[config.mk]
export PLATFORM = sky130hd
export DESIGN_NAME = dsp_cascade_tx
export DESIGN_NICKNAME = d
export VERILOG_FILES = /design/src/rtl/dsp_cascade_tx.sv
export SDC_FILE = /design/constraint.sdc
export NUM_CORES = 1
export LEC_CHECK = 0
export CORE_UTILIZATION = 37
export DETAILED_ROUTE_END_ITERATION = 6
export PLACE_DENSITY = 0.8
export SYNTH_ARGS = -nofsm -noshare
export SYNTH_HDL_FRONTEND = slang
export SYNTH_SLANG_ARGS = --single-unit
[constraint.sdc]
create_clock -name CLK -period 0.8 [get_ports CLK]
set_input_delay 0.2 -clock CLK [delete_from_list [all_inputs] [get_ports CLK]]
set_output_delay 0.2 -clock CLK [all_outputs]
set_load 0.01 [all_outputs]
[src/rtl/dsp_cascade_tx.sv]
// Driving end of the DSP slice cascade: the B-cascade pipeline, the P/PCOUT register
// and the carry-out register, each with its own clock enable and sync clear.
module dsp_cascade_tx #(
    parameter int B_WIDTH = 18,
    parameter int P_WIDTH = 48,
    parameter int BREG    = 1,
    parameter int PREG    = 1,
    parameter int CYOREG  = 1
) (
    input  logic               CLK,
    input  logic               RST_N,
    input  logic               CEB,
    input  logic               CEP,
    input  logic               CECARRY,
    input  logic               RSTB,
    input  logic               RSTP,
    input  logic               RSTCARRY,
    input  logic [B_WIDTH-1:0] B_IN,
    input  logic [P_WIDTH-1:0] P_IN,
    input  logic               CARRY_IN,
    input  logic               VALID_IN,
    output logic [B_WIDTH-1:0] BCOUT,
    output logic [P_WIDTH-1:0] P,
    output logic [P_WIDTH-1:0] PCOUT,
    output logic               CARRYOUT,
    output logic               CARRYOUTF,
    output logic               VALID_OUT
);

    // VALID_IN qualifies P_IN/CARRY_IN in the same cycle; VALID_OUT qualifies P/PCOUT/CARRYOUT.
    // There is no ready: the next slice always accepts, and with CEP low the held VALID_OUT
    // re-presents the same datum rather than a new one.

    if (BREG < 0 || BREG > 2) begin : g_breg_bad
        $error("dsp_cascade_tx: BREG must be 0, 1 or 2");
    end
    if (PREG < 0 || PREG > 1) begin : g_preg_bad
        $error("dsp_cascade_tx: PREG must be 0 or 1");
    end
    if (CYOREG < 0 || CYOREG > 1) begin : g_cyoreg_bad
        $error("dsp_cascade_tx: CYOREG must be 0 or 1");
    end

    // B cascade: stage 0 captures B_IN, later stages shift only when CEB is high.
    if (BREG == 0) begin : g_b_comb
        assign BCOUT = B_IN;
    end else begin : g_b_reg
        logic [B_WIDTH-1:0] b_stage [BREG];

        always_ff @(posedge CLK or negedge RST_N) begin
            if (!RST_N) begin
                for (int i = 0; i < BREG; i++) b_stage[i] <= '0;
            end else if (RSTB) begin
                for (int i = 0; i < BREG; i++) b_stage[i] <= '0;
            end else if (CEB) begin
                b_stage[0] <= B_IN;
                for (int i = 1; i < BREG; i++) b_stage[i] <= b_stage[i-1];
            end
        end

        assign BCOUT = b_stage[BREG-1];
    end

    // P and VALID share CEP/RSTP so VALID_OUT always tags the word on P.
    if (PREG == 0) begin : g_p_comb
        assign P         = P_IN;
        assign VALID_OUT = VALID_IN;
    end else begin : g_p_reg
        logic [P_WIDTH-1:0] p_q;
        logic               valid_q;

        always_ff @(posedge CLK or negedge RST_N) begin
            if (!RST_N) begin
                p_q     <= '0;
                valid_q <= 1'b0;
            end else if (RSTP) begin
                p_q     <= '0;
                valid_q <= 1'b0;
            end else if (CEP) begin
                p_q     <= P_IN;
                valid_q <= VALID_IN;
            end
        end

        assign P         = p_q;
        assign VALID_OUT = valid_q;
    end

    if (CYOREG == 0) begin : g_c_comb
        assign CARRYOUT = CARRY_IN;
    end else begin : g_c_reg
        logic carry_q;

        always_ff @(posedge CLK or negedge RST_N) begin
            if (!RST_N) begin
                carry_q <= 1'b0;
            end else if (RSTCARRY) begin
                carry_q <= 1'b0;
            end else if (CECARRY) begin
                carry_q <= CARRY_IN;
            end
        end

        assign CARRYOUT = carry_q;
    end

    assign PCOUT     = P;
    assign CARRYOUTF = CARRYOUT;

endmodule

==> run metrics <==
Core Region=8175 um^2; layout cells sized above 1=38.58%; largest net degree at the start of global routing=37; CTS Buf Count=9; Worst VDD drop=0.7764 mV; critical setup path kind=flop to output port; critical path endpoint category=output port; first-pass GRT wire length=12280 um; non-filler cells, final=556; Die ar.=8809 um^2; actual slew at the worst max-slew pin=0.2155 ns; vias in the first global route=2442; initial antenna violation count=0; RSZ-0062 raised after global routing=true; Final ANT Viol Nets=0; Buf+Inv Stages, Crit Path=1; # diodes=0; Seq/Total Area, Yosys=54.51%; Hold Path Depth=3; critical path data required time=0.60 ns; post-layout util=slightly below 60%; Synth area leader=dfrtp_1; Hold Startpoint=RSTP; Avg Inst Size Synth=11.65 um^2; Crit path arrival time=0.90 ns; Setup Skew=0 ns; status=finished with violations; placed inst area=between 4000 and 5000 um^2; crit-path cells=buf_2; power per cell area=~1900 nW/um^2; Clock Tree Buf Depth=2; nature of the critical path startpoint=flop; Routed WL=8023 um; Area Growth Syn to Fin=55.23%; syn nets=344; top cells by area, synth=dfrtp_1 55%, mux2i_1 22%, buf_4 13%; initial drt markers=54; IO Pins=193; # fillers=717; failing checks=setup timing; #FFs+latches synth=68; HPWL Detailed=5734 um; total of max-cap violations=0; most common cell after layout, fill and taps aside=buf_2; final instance area=about 4800 um^2; Hold Path Class=input pin to flop; CP delay by family, top=flip-flops; TritonRoute pass-1 iters=4; crit path from=P[32]$_DFFE_PN0P_; CTS tree=built; CP max-delay cell=dfrtp_1; Post-Syn Area=3122 um^2; Setup WS pre-CTS=-0.5417 ns; clock tree sinks=68; Final WS setup=-0.2960 ns; Leak=between 0.002 and 0.003 uW; drt wl/cell=14.43 um; Die Y=93.86 um; synth unique cells=11; DRC viols=0; DP Cell Count=517; routed vias/inst=between 4 and 5; Period minus WS final=around 1.1 ns; final-report hold violation count=0; Vias=roughly 2500; post-synthesis instance total=268; Yosys warning count=0; clock transition at the registers of the reported paths=~0.080 ns; count of pins over their slew limit=0; Tot GR Track Use=18.50%; Slew HR=85.63%; commonest non-fill, non-tap cells in the layout=109 x buf_2, 71 x clkdlybuf4s50_1, 68 x dfrtp_1, 68 x nor2_1, 67 x mux2i_1; Worst R2R Path Depth=3; Yosys top cell area share=a little over half; fin crit share=137.0%; worst r2r src=BCOUT[10]$_DFFE_PN0P_; worst hold margin=0.2637 ns; Achievable Freq=912.4 MHz; Root Buffer=clkbuf_8; Port Buffers=192; die width=93.86 um; htree depth=3; Worst-Skew Late Latency=around 0.33 ns; Layout Nets=approximately 520; initial core utilization=38.18%; RePlAce Congestion=0.7069; Slowest Stage Delay on Critical Path=0.41 ns; CP Depth=1; Finish-stage setup viols=approximately 140; gr ovfl total=0; row cnt=33; CP Max Fanout=3
-- synthesized netlist by cell type --
library cell  count
dfrtp_1          68
mux2i_1          68
nor2_1           68
buf_4            53
clkbuf_1          4
buf_6             2
buf_1             1
buf_12            1
buf_2             1
buf_8             1
clkbuf_2          1
-- final cells by class --
class                   instances  area, um^2  area share [%]
well taps                     105       131.4           2.711
clock buffers                  12       155.1           3.202
clock inverters                 4       95.09           1.962
multi-input cells             136       939.7           19.39
repair buffers                231        1823           37.62
flip-flops and latches         68        1702           35.11
-- layer usage --
metal	wire length (um)	global-route usage, %	share of wire, %	vias to the layer above
met5	0	0	0	-
met2	3991	31.14	50	114
met3	627	5.016	7.8	13
met4	155	8.333	1.9	0
met1	3248	21.98	40	1174
li1	-	-	-	1178
-- final timing paths --
| path | end | slack [ns] |
|---|---|---|
| max reg2reg | BCOUT[10]$_DFFE_PN0P_ | -0.06 |
| min | P[10]$_DFFE_PN0P_ | 0.26 |
| max in group asynchronous | P[12]$_DFFE_PN0P_ | 0.17 |
| min in group asynchronous | BCOUT[17]$_DFFE_PN0P_ | 0.44 |
| min reg2reg | P[39]$_DFFE_PN0P_ | 0.54 |
| max | PCOUT[32] | -0.30 |
-- kinds of logic (layout without fill, tap and decap cells) --
logic type             Yosys count  in the layout  synth area share, %
muxes                           68             68                21.80
and+or+nand+nor                 68             68                8.176
buffers and inverters           64            247                15.51
DFF                             68             68                54.51
-- where the power goes --
group / switching, uW / internal (uW) / total, uW
Clock: 1280 / 2240 / 3520
Combinational: 707 / 963 / 1670
Sequential: 149 / 3630 / 3780
-- state kept, by name, indices dropped and copies added (netlist names) --
name	count
VALID_OUT	1
CARRYOUT	1
P	48
BCOUT	18
-- timing repair --
action / 4_1_cts / 5_1_grt
hold buffers: 1 / 0
buffers inserted: 16 / 11
pin swaps: 2 / 11
endpoints found under the setup margin: 136 / 139
resized for setup: 476 / 16
cloned: 1 / 0
endpoints found under the hold margin: 68 / 0
-- worst register-to-register path: stages (launching register included) --
cell     delay [ns]
dfrtp_1        0.39
buf_4          0.13
mux2i_1        0.14
nor2_1         0.08
-- stage by stage --
step                      total power [uW]  TNS (ns)
after global placement                5645    -49.12
after CTS                             9038    -34.72
after global routing                  9385    -38.86
after floorplan                       4634    -1.708
after detailed placement              5691    -51.94
final                                 8974    -32.21
(Power assumes the default switching activity.)
